--- config.mk ---
export PLATFORM = sky130hd
export DESIGN_NAME = uart_rx
export DESIGN_NICKNAME = d
export VERILOG_FILES = /design/src/rtl/uart_rx.sv
export SDC_FILE = /design/constraint.sdc
export NUM_CORES = 1
export LEC_CHECK = 0
export ABC_AREA = 1
export CORE_MARGIN = 2
export CORE_UTILIZATION = 42
export CTS_CLUSTER_DIAMETER = 200
export DETAILED_ROUTE_END_ITERATION = 6
export GPL_TIMING_DRIVEN = 0
export PLACE_DENSITY = 0.71
export SLEW_MARGIN = 10
export SYNTH_ARGS = -nofsm -noshare
export SYNTH_HDL_FRONTEND = slang
export SYNTH_SLANG_ARGS = --single-unit
--- constraint.sdc ---
create_clock -name clock -period 1.75 [get_ports clock]
set_input_delay 0.525 -clock clock [delete_from_list [all_inputs] [get_ports clock]]
set_output_delay 0.525 -clock clock [all_outputs]
set_load 0.02 [all_outputs]
--- src/rtl/uart_rx.sv ---
// 8N1 UART receiver with held-valid/ack handshake, sticky overrun and frame-error pulse.
// Define UART_RX_PARITY_EN to add an even-parity bit (8E1) and drive parity_err.
module uart_rx #(
    parameter int CLKS_PER_BIT = 5208
) (
    input  logic       clock,
    input  logic       reset,
    input  logic       ena,
    input  logic       rx,
    input  logic       rx_ack,
    output logic [7:0] rx_data,
    output logic       rx_valid,
    output logic       rx_busy,
    output logic       frame_err,
    output logic       overrun,
    output logic       parity_err
);

    localparam int HALF_BIT = CLKS_PER_BIT / 2;
    localparam int CW       = $clog2(CLKS_PER_BIT);

    // The IDLE cycle that sees the start edge is the first cycle of the half bit,
    // so START samples one count earlier than HALF_BIT-1.
    localparam logic [CW-1:0] BIT_LAST  = CW'(CLKS_PER_BIT - 1);
    localparam logic [CW-1:0] HALF_LAST = CW'(HALF_BIT - 2);

    localparam logic [2:0] IDLE      = 3'd0;
    localparam logic [2:0] START     = 3'd1;
    localparam logic [2:0] DATA      = 3'd2;
`ifdef UART_RX_PARITY_EN
    localparam logic [2:0] PARITY    = 3'd3;
`endif
    localparam logic [2:0] STOP      = 3'd4;
    localparam logic [2:0] WAIT_HIGH = 3'd5;

    logic          rxMeta_q;
    logic          rxs_q;
    logic [2:0]    state_q,    state_d;
    logic [CW-1:0] cnt_q,      cnt_d;
    logic [2:0]    bitIdx_q,   bitIdx_d;
    logic [7:0]    shift_q,    shift_d;
    logic [7:0]    rxData_q,   rxData_d;
    logic          rxValid_q,  rxValid_d;
    logic          overrun_q,  overrun_d;
    logic          frameErr_q, frameErr_d;
    logic          bitTick;
    logic          byteGood;
`ifdef UART_RX_PARITY_EN
    logic          parityErr_q, parityErr_d;
    logic          parFail_q,   parFail_d;
`endif

    assign bitTick = (cnt_q == BIT_LAST);

    always_comb begin
        state_d    = state_q;
        cnt_d      = cnt_q;
        bitIdx_d   = bitIdx_q;
        shift_d    = shift_q;
        rxData_d   = rxData_q;
        rxValid_d  = rxValid_q;
        overrun_d  = overrun_q;
        frameErr_d = 1'b0;
        byteGood   = 1'b0;
`ifdef UART_RX_PARITY_EN
        parityErr_d = 1'b0;
        parFail_d   = parFail_q;
`endif

        if (!ena) begin
            state_d  = IDLE;
            cnt_d    = '0;
            bitIdx_d = '0;
`ifdef UART_RX_PARITY_EN
            parFail_d = 1'b0;
`endif
        end else begin
            case (state_q)
                IDLE: begin
                    if (!rxs_q) begin
                        state_d = START;
                        cnt_d   = '0;
`ifdef UART_RX_PARITY_EN
                        parFail_d = 1'b0;
`endif
                    end
                end
                START: begin
                    if (cnt_q == HALF_LAST) begin
                        cnt_d    = '0;
                        bitIdx_d = '0;
                        state_d  = rxs_q ? IDLE : DATA;
                    end else begin
                        cnt_d = cnt_q + 1'b1;
                    end
                end
                DATA: begin
                    if (bitTick) begin
                        cnt_d    = '0;
                        shift_d  = {rxs_q, shift_q[7:1]};
                        bitIdx_d = bitIdx_q + 3'd1;
                        if (bitIdx_q == 3'd7) begin
`ifdef UART_RX_PARITY_EN
                            state_d = PARITY;
`else
                            state_d = STOP;
`endif
                        end
                    end else begin
                        cnt_d = cnt_q + 1'b1;
                    end
                end
`ifdef UART_RX_PARITY_EN
                PARITY: begin
                    if (bitTick) begin
                        cnt_d   = '0;
                        state_d = STOP;
                        if ((^shift_q) != rxs_q) begin
                            parityErr_d = 1'b1;
                            parFail_d   = 1'b1;
                        end
                    end else begin
                        cnt_d = cnt_q + 1'b1;
                    end
                end
`endif
                STOP: begin
                    if (bitTick) begin
                        cnt_d = '0;
                        if (rxs_q) begin
                            state_d = IDLE;
`ifdef UART_RX_PARITY_EN
                            byteGood = !parFail_q;
`else
                            byteGood = 1'b1;
`endif
                        end else begin
                            frameErr_d = 1'b1;
                            state_d    = WAIT_HIGH;
                        end
                    end else begin
                        cnt_d = cnt_q + 1'b1;
                    end
                end
                WAIT_HIGH: begin
                    if (rxs_q) begin
                        state_d = IDLE;
                    end
                end
                default: begin
                    state_d = IDLE;
                    cnt_d   = '0;
                end
            endcase
        end

        // A completing byte takes priority over a simultaneous acknowledge.
        if (rxValid_q && rx_ack) begin
            rxValid_d = 1'b0;
            overrun_d = 1'b0;
        end
        if (byteGood) begin
            if (!rxValid_q || rx_ack) begin
                rxData_d  = shift_q;
                rxValid_d = 1'b1;
            end else begin
                overrun_d = 1'b1;
            end
        end
    end

    always_ff @(posedge clock or posedge reset) begin
        if (reset) begin
            rxMeta_q   <= 1'b1;
            rxs_q      <= 1'b1;
            state_q    <= IDLE;
            cnt_q      <= '0;
            bitIdx_q   <= '0;
            shift_q    <= '0;
            rxData_q   <= '0;
            rxValid_q  <= 1'b0;
            overrun_q  <= 1'b0;
            frameErr_q <= 1'b0;
`ifdef UART_RX_PARITY_EN
            parityErr_q <= 1'b0;
            parFail_q   <= 1'b0;
`endif
        end else begin
            rxMeta_q   <= rx;
            rxs_q      <= rxMeta_q;
            state_q    <= state_d;
            cnt_q      <= cnt_d;
            bitIdx_q   <= bitIdx_d;
            shift_q    <= shift_d;
            rxData_q   <= rxData_d;
            rxValid_q  <= rxValid_d;
            overrun_q  <= overrun_d;
            frameErr_q <= frameErr_d;
`ifdef UART_RX_PARITY_EN
            parityErr_q <= parityErr_d;
            parFail_q   <= parFail_d;
`endif
        end
    end

    assign rx_data   = rxData_q;
    assign rx_valid  = rxValid_q;
    assign rx_busy   = (state_q != IDLE);
    assign frame_err = frameErr_q;
    assign overrun   = overrun_q;
`ifdef UART_RX_PARITY_EN
    assign parity_err = parityErr_q;
`else
    assign parity_err = 1'b0;
`endif

endmodule

### Word-level counts from Yosys, hierarchy flattened

Cells that the tools add are included.
W data, S select, Z words.

| cells by class | value |
|---|---|
| eq/ne operators | 15 |
| reduce and logical (&&, ||, !) cells | 11 |
| add/sub/neg operators | 2 |
| multiplexer cells | 33 |

Operators by type and width:

| operator | number |
|---|---|
| $mux W13 | 4 |
| $pmux W13 S4 | 1 |
| $mux W3 | 11 |
| $ne A3 B3 Y1 const B | 6 |
| $pmux W3 S5 | 1 |
| $mux W1 | 14 |
| $add A13 B1 Y13 const B | 1 |
| $eq A13 B12 Y1 const B | 1 |
| $eq A13 B13 Y1 const B | 1 |
| $eq A3 B3 Y1 const B | 3 |
| $pmux W3 S2 | 1 |
| $reduce_and A3 Y1 | 2 |
| $reduce_and A6 Y1 | 1 |
| $reduce_and A2 Y1 | 2 |
| $add A3 B1 Y3 const B | 1 |
| $eq A3 B1 Y1 const B | 1 |
| $eq A3 B2 Y1 const B | 1 |
| $logic_not A3 Y1 | 1 |
| $ne A3 B1 Y1 const B | 1 |
| $reduce_bool A3 Y1 | 1 |
| $mux W2 | 1 |
| $ne A2 B2 Y1 const B | 1 |
| $reduce_or A2 Y1 | 1 |
| $logic_and A1 B1 Y1 | 1 |
| 2 further kinds | 2 |

| storage, ports and cells | value |
|---|---|
| output and inout bits | 13 |
| bits in registers | 40 |
| bits of input ports | 5 |

### Logic depth before layout (Yosys ltp)

| logic depth | value |
|---|---|
| depth in word-level cells | 5 |
| depth in mapped cells | 11 |
| gate-level depth less buffers | 11 |

### Worst setup path after synthesis

OpenSTA, ideal clock, no wires.

| path | value |
|---|---|
| path kind | register to register |
| start | register cnt_q[1] |
| end | register rxData_q[1], in the netlist rx_data[1] |
| arrival | 1.358 ns |
| slack | 0.275 ns |
| data required time | 1.633 ns |
| buffers on the path | 1 |
| stages on the path, launching flop included | 10 |
| clock period less this slack | 1.475 ns |
| library setup time | 0.117 ns |
| path through | dfrtp_1 > ha_1 > nand2_1 > nor2_1 > nand3_2 > inv_2 > nand3_2 > buf_6 > nand2_2 > o21ai_2 |

| between the ends | value |
|---|---|
| longest elaborated chain between the ends | 5 |

RTL lines:

| what | line | RTL |
|---|---|---|
| start: declaration | 39 | `logic [CW-1:0] cnt_q, cnt_d;` |
| start signal: assignment | 192 | `cnt_q <= cnt_d;` |
| $eq A13 B13 Y1 | 53 | `assign bitTick = (cnt_q == BIT_LAST);` |
| $mux W1 | 128 | `if (bitTick) begin` |
| $mux W1 | 78 | `case (state_q)` |
| $mux W1 | 70 | `if (!ena) begin` |
| $reduce_and A2 Y1 (no source line) | - |  |
| end signal: assignment | 195 | `rxData_q <= rxData_d;` |
| end: declaration | 42 | `logic [7:0] rxData_q, rxData_d;` |

No other way between the ends.
A chain may end at the register's enable or synchronous reset.

### Worst setup path after layout

| path | value |
|---|---|
| start | input ena |
| end | register cnt_q[0] |

| between the ends | value |
|---|---|
| longest elaborated chain between the ends | 2 |

RTL lines:

| what | line | RTL |
|---|---|---|
| start: declaration | 8 | `input logic ena,` |
| $ne A3 B3 Y1 (no source line) or $ne A2 B2 Y1 (tied branches) | - |  |
| $reduce_and A2 Y1 (no source line) | - |  |

Parallel ways exist; a longest one is shown, timed or not.

==> flow_summary.yaml <==
status:
  outcome: "finished clean"
cts:
  insertion_delay_ps: 300
  clock-sinks: 40
  cts_hold_buf: 0
  cts_buffer_depth: 2
  path_clk_slew_ps: 80
  root_buffer: "clkbuf_8"
  cts_buffers: 5
  cts_tree: "built"
  cts_max_level: 2
placement:
  dp_hpwl_mm: 2.96
  gp_congestion: 0.894
  io_buffers: 16
drt:
  drtIter0Drc: 161
  wl_per_cell_um: 11.3
  drc: 0
  num_vias: 1769
  firstDrtPassIters: 4
  drt_wl_total_mm: 4.17
  ant_nets: 0
  viasPerCell: 4.78
die:
  die_x_um: 75.4
  coreArea_mm2: 0.00482
  rows: 25
  io_pins: 18
  die_h_um: 75.4
  initial_core_util_pct: 44.5
  die_area_mm2: 0.00569
synthesis:
  yosys_warnings: 0
  synth_cell_types: 26
  synth_area_mm2: 0.00214
  yosys_register_bits: 40
  synth_seq_area_share_pct: 46.8
  avgSynthCellArea_um2: 8.00
  synth_nets: 277
  synthCells: 268
global_routing:
  grt_pass1_vias: 1663
  grt_max_degree: 33
  antenna_found_initial: 0
  gr-usage-all-layers_pct: 17.0
  grt.overflow.total: 0
  grt_pass1_wl_mm: 7.25
final_layout:
  syn2layout_area_growth_pct: 21.6
  fin_nets: 311
  drive_gt1_share_pct: 19.5
  n_antenna_cell: 0
  mostFrequentLayoutCell: "nand2_1"
  layout_common_cells: "nand2_1 (71), dfrtp_1 (37), inv_1 (36), nor2_1 (29), nand3_1 (15)"
power:
  leakagePower_uw: 0.00122
  power_density_mw_per_mm2: 887
  vdd_drop_max_mv: 0.344
  total_power_uw: 2310
worst_setup_path:
  crit_path_top_delay_cell: "clkdlybuf4s50_1"
  worstSetupEndpointType: "register"
  crit_chain: "clkdlybuf4s50_1, buf_6, nand4_1, nand2_2, buf_2, buf_4, nor2_1, a21oi_1"
  worst_ep_required_time_ps: 1970
  worstPathArrival_ps: 1890
  start_kind: "primary input"
  path_max_fanout: 10
  path_class: "primary input to register"
  slowest_delay_ps: 510
sta:
  final-max-slew-violation-count: 0
  hold_viol_final: 0
  fmax_mhz: 599
  clock_skew_ps: 7.30
  fin_crit_ps: 1670
  worst_hold_slack_ps: 359
  period_share_pct: 95.4
  finalSetupViolations: 0
  rsz0062_at_grt: "yes"
min_path:
  worstHoldPathType: "register to register"
run:
  drv_cap: 0
## worst paths after layout
path / cells after the start / startpoint / to / slack [ps]
min in group asynchronous: 2 / reset / cnt_q[4]$_DFFE_PP0P_ / 450
worst min register to register: 0 / rxMeta_q$_DFF_PP1_ / rxs_q$_DFF_PP1_ / 360
worst min-delay path: 0 / rxMeta_q$_DFF_PP1_ / rxs_q$_DFF_PP1_ / 360
max in group asynchronous: 3 / reset / rxs_q$_DFF_PP1_ / 810
worst max register to register: 9 / cnt_q[1]$_DFFE_PP0P_ / cnt_q[8]$_DFFE_PP0P_ / 120
worst max-delay path: 8 / ena / cnt_q[0]$_DFFE_PP0P_ / 80
## state kept, by name, summed over array words and instances, names as in the netlist
name	cells
rx_valid	1
shift_q	8
frame_err	1
rx_data	8
rxMeta_q	1
overrun	1
bitIdx_q	3
state_q	3
rxs_q	1
cnt_q	13
## synthesized netlist by cell type, drive strengths merged
| cell type | number | share of area [%] |
|---|---|---|
| inv | 39 | 6.8 |
| a22oi | 1 | 0.35 |
| nand3 | 19 | 5.7 |
| buf | 6 | 2.8 |
| nor2 | 34 | 6.2 |
| dfstp | 2 | 2.5 |
| ha | 4 | 2.3 |
| o21ai | 26 | 7.5 |
| a21oi | 4 | 1.5 |
| nand4 | 6 | 1.8 |
| dfrtp | 38 | 44 |
| nor3 | 7 | 2.2 |
| nand2 | 78 | 15 |
| xor2 | 3 | 1.2 |
| conb | 1 | 0.17 |
## cell type report
class / instances / area [µm²]
Tap cell: 67 / 83.8
Multi-Input combinational cell: 183 / 961
Fill cell: 463 / 2210
Inverter: 39 / 149
Sequential cell: 40 / 1000
Timing Repair Buffer: 27 / 246
Clock inverter: 2 / 15.0
Buffer: 6 / 63.8
Clock buffer: 6 / 82.6
## power by group
group	leakage (µW)	switching (µW)	internal (µW)	total (µW)
Clock	0.0000434	343	319	662
Combinational	0.000643	392	248	640
Sequential	0.000537	40.1	970	1010
Total	0.00122	775	1540	2310
## worst max-delay path, delay by kind of cell
family                 cells  cell delay [ps]
buffers and inverters      4              940
AND/OR/NAND/NOR            3              290
AO/OA/AOI/OAI              1              130
## cells by family (layout without fill, tap and decap cells)
logic type               count (synthesis)  count (layout)  share of synthesized area [%]
AND/OR/NAND/NOR                        144             144                           30.5
buffers and inverters                   45              80                           9.63
flip-flops                              40              40                           46.8
AO/OA/AOI/OAI                           31              31                           9.28
adder cells (fa/ha/maj)                  4               4                           2.34
XOR/XNOR                                 3               3                           1.23
other                                    1               1                          0.175
## per-layer routing
layer  part of all wire, %  GRT usage [%]  vias up
met4                   2.3           8.97        0
met3                   3.9           4.37        9
met5                     0              0        -
li1                      -              -      910
met1                    47           21.8      818
met2                    47           26.7       32
## per-stage QoR
stage	instances	setup TNS [ps]	setup WS (ps)	util, %	instance area [µm²]
finish	370	0	80.2	54.1	2610
global route	370	-17.6	-7.08	54.1	2610
CTS	362	0	21.3	52.2	2510
detailed placement	352	-5330	-307	50.0	2410
global placement	351	-27510	-578	49.6	2390
floorplan	268	0	275	-	2140
## what timing repair did
| action | in CTS | in global routing |
|---|---|---|
| cloned | 0 | 1 |
| setup buffers | 2 | 7 |
| gates resized for setup | 18 | 8 |
| endpoints found under the setup margin | 13 | 29 |
| pin swaps | 0 | 2 |
Note: power is estimated with default switching activity, not from simulation.
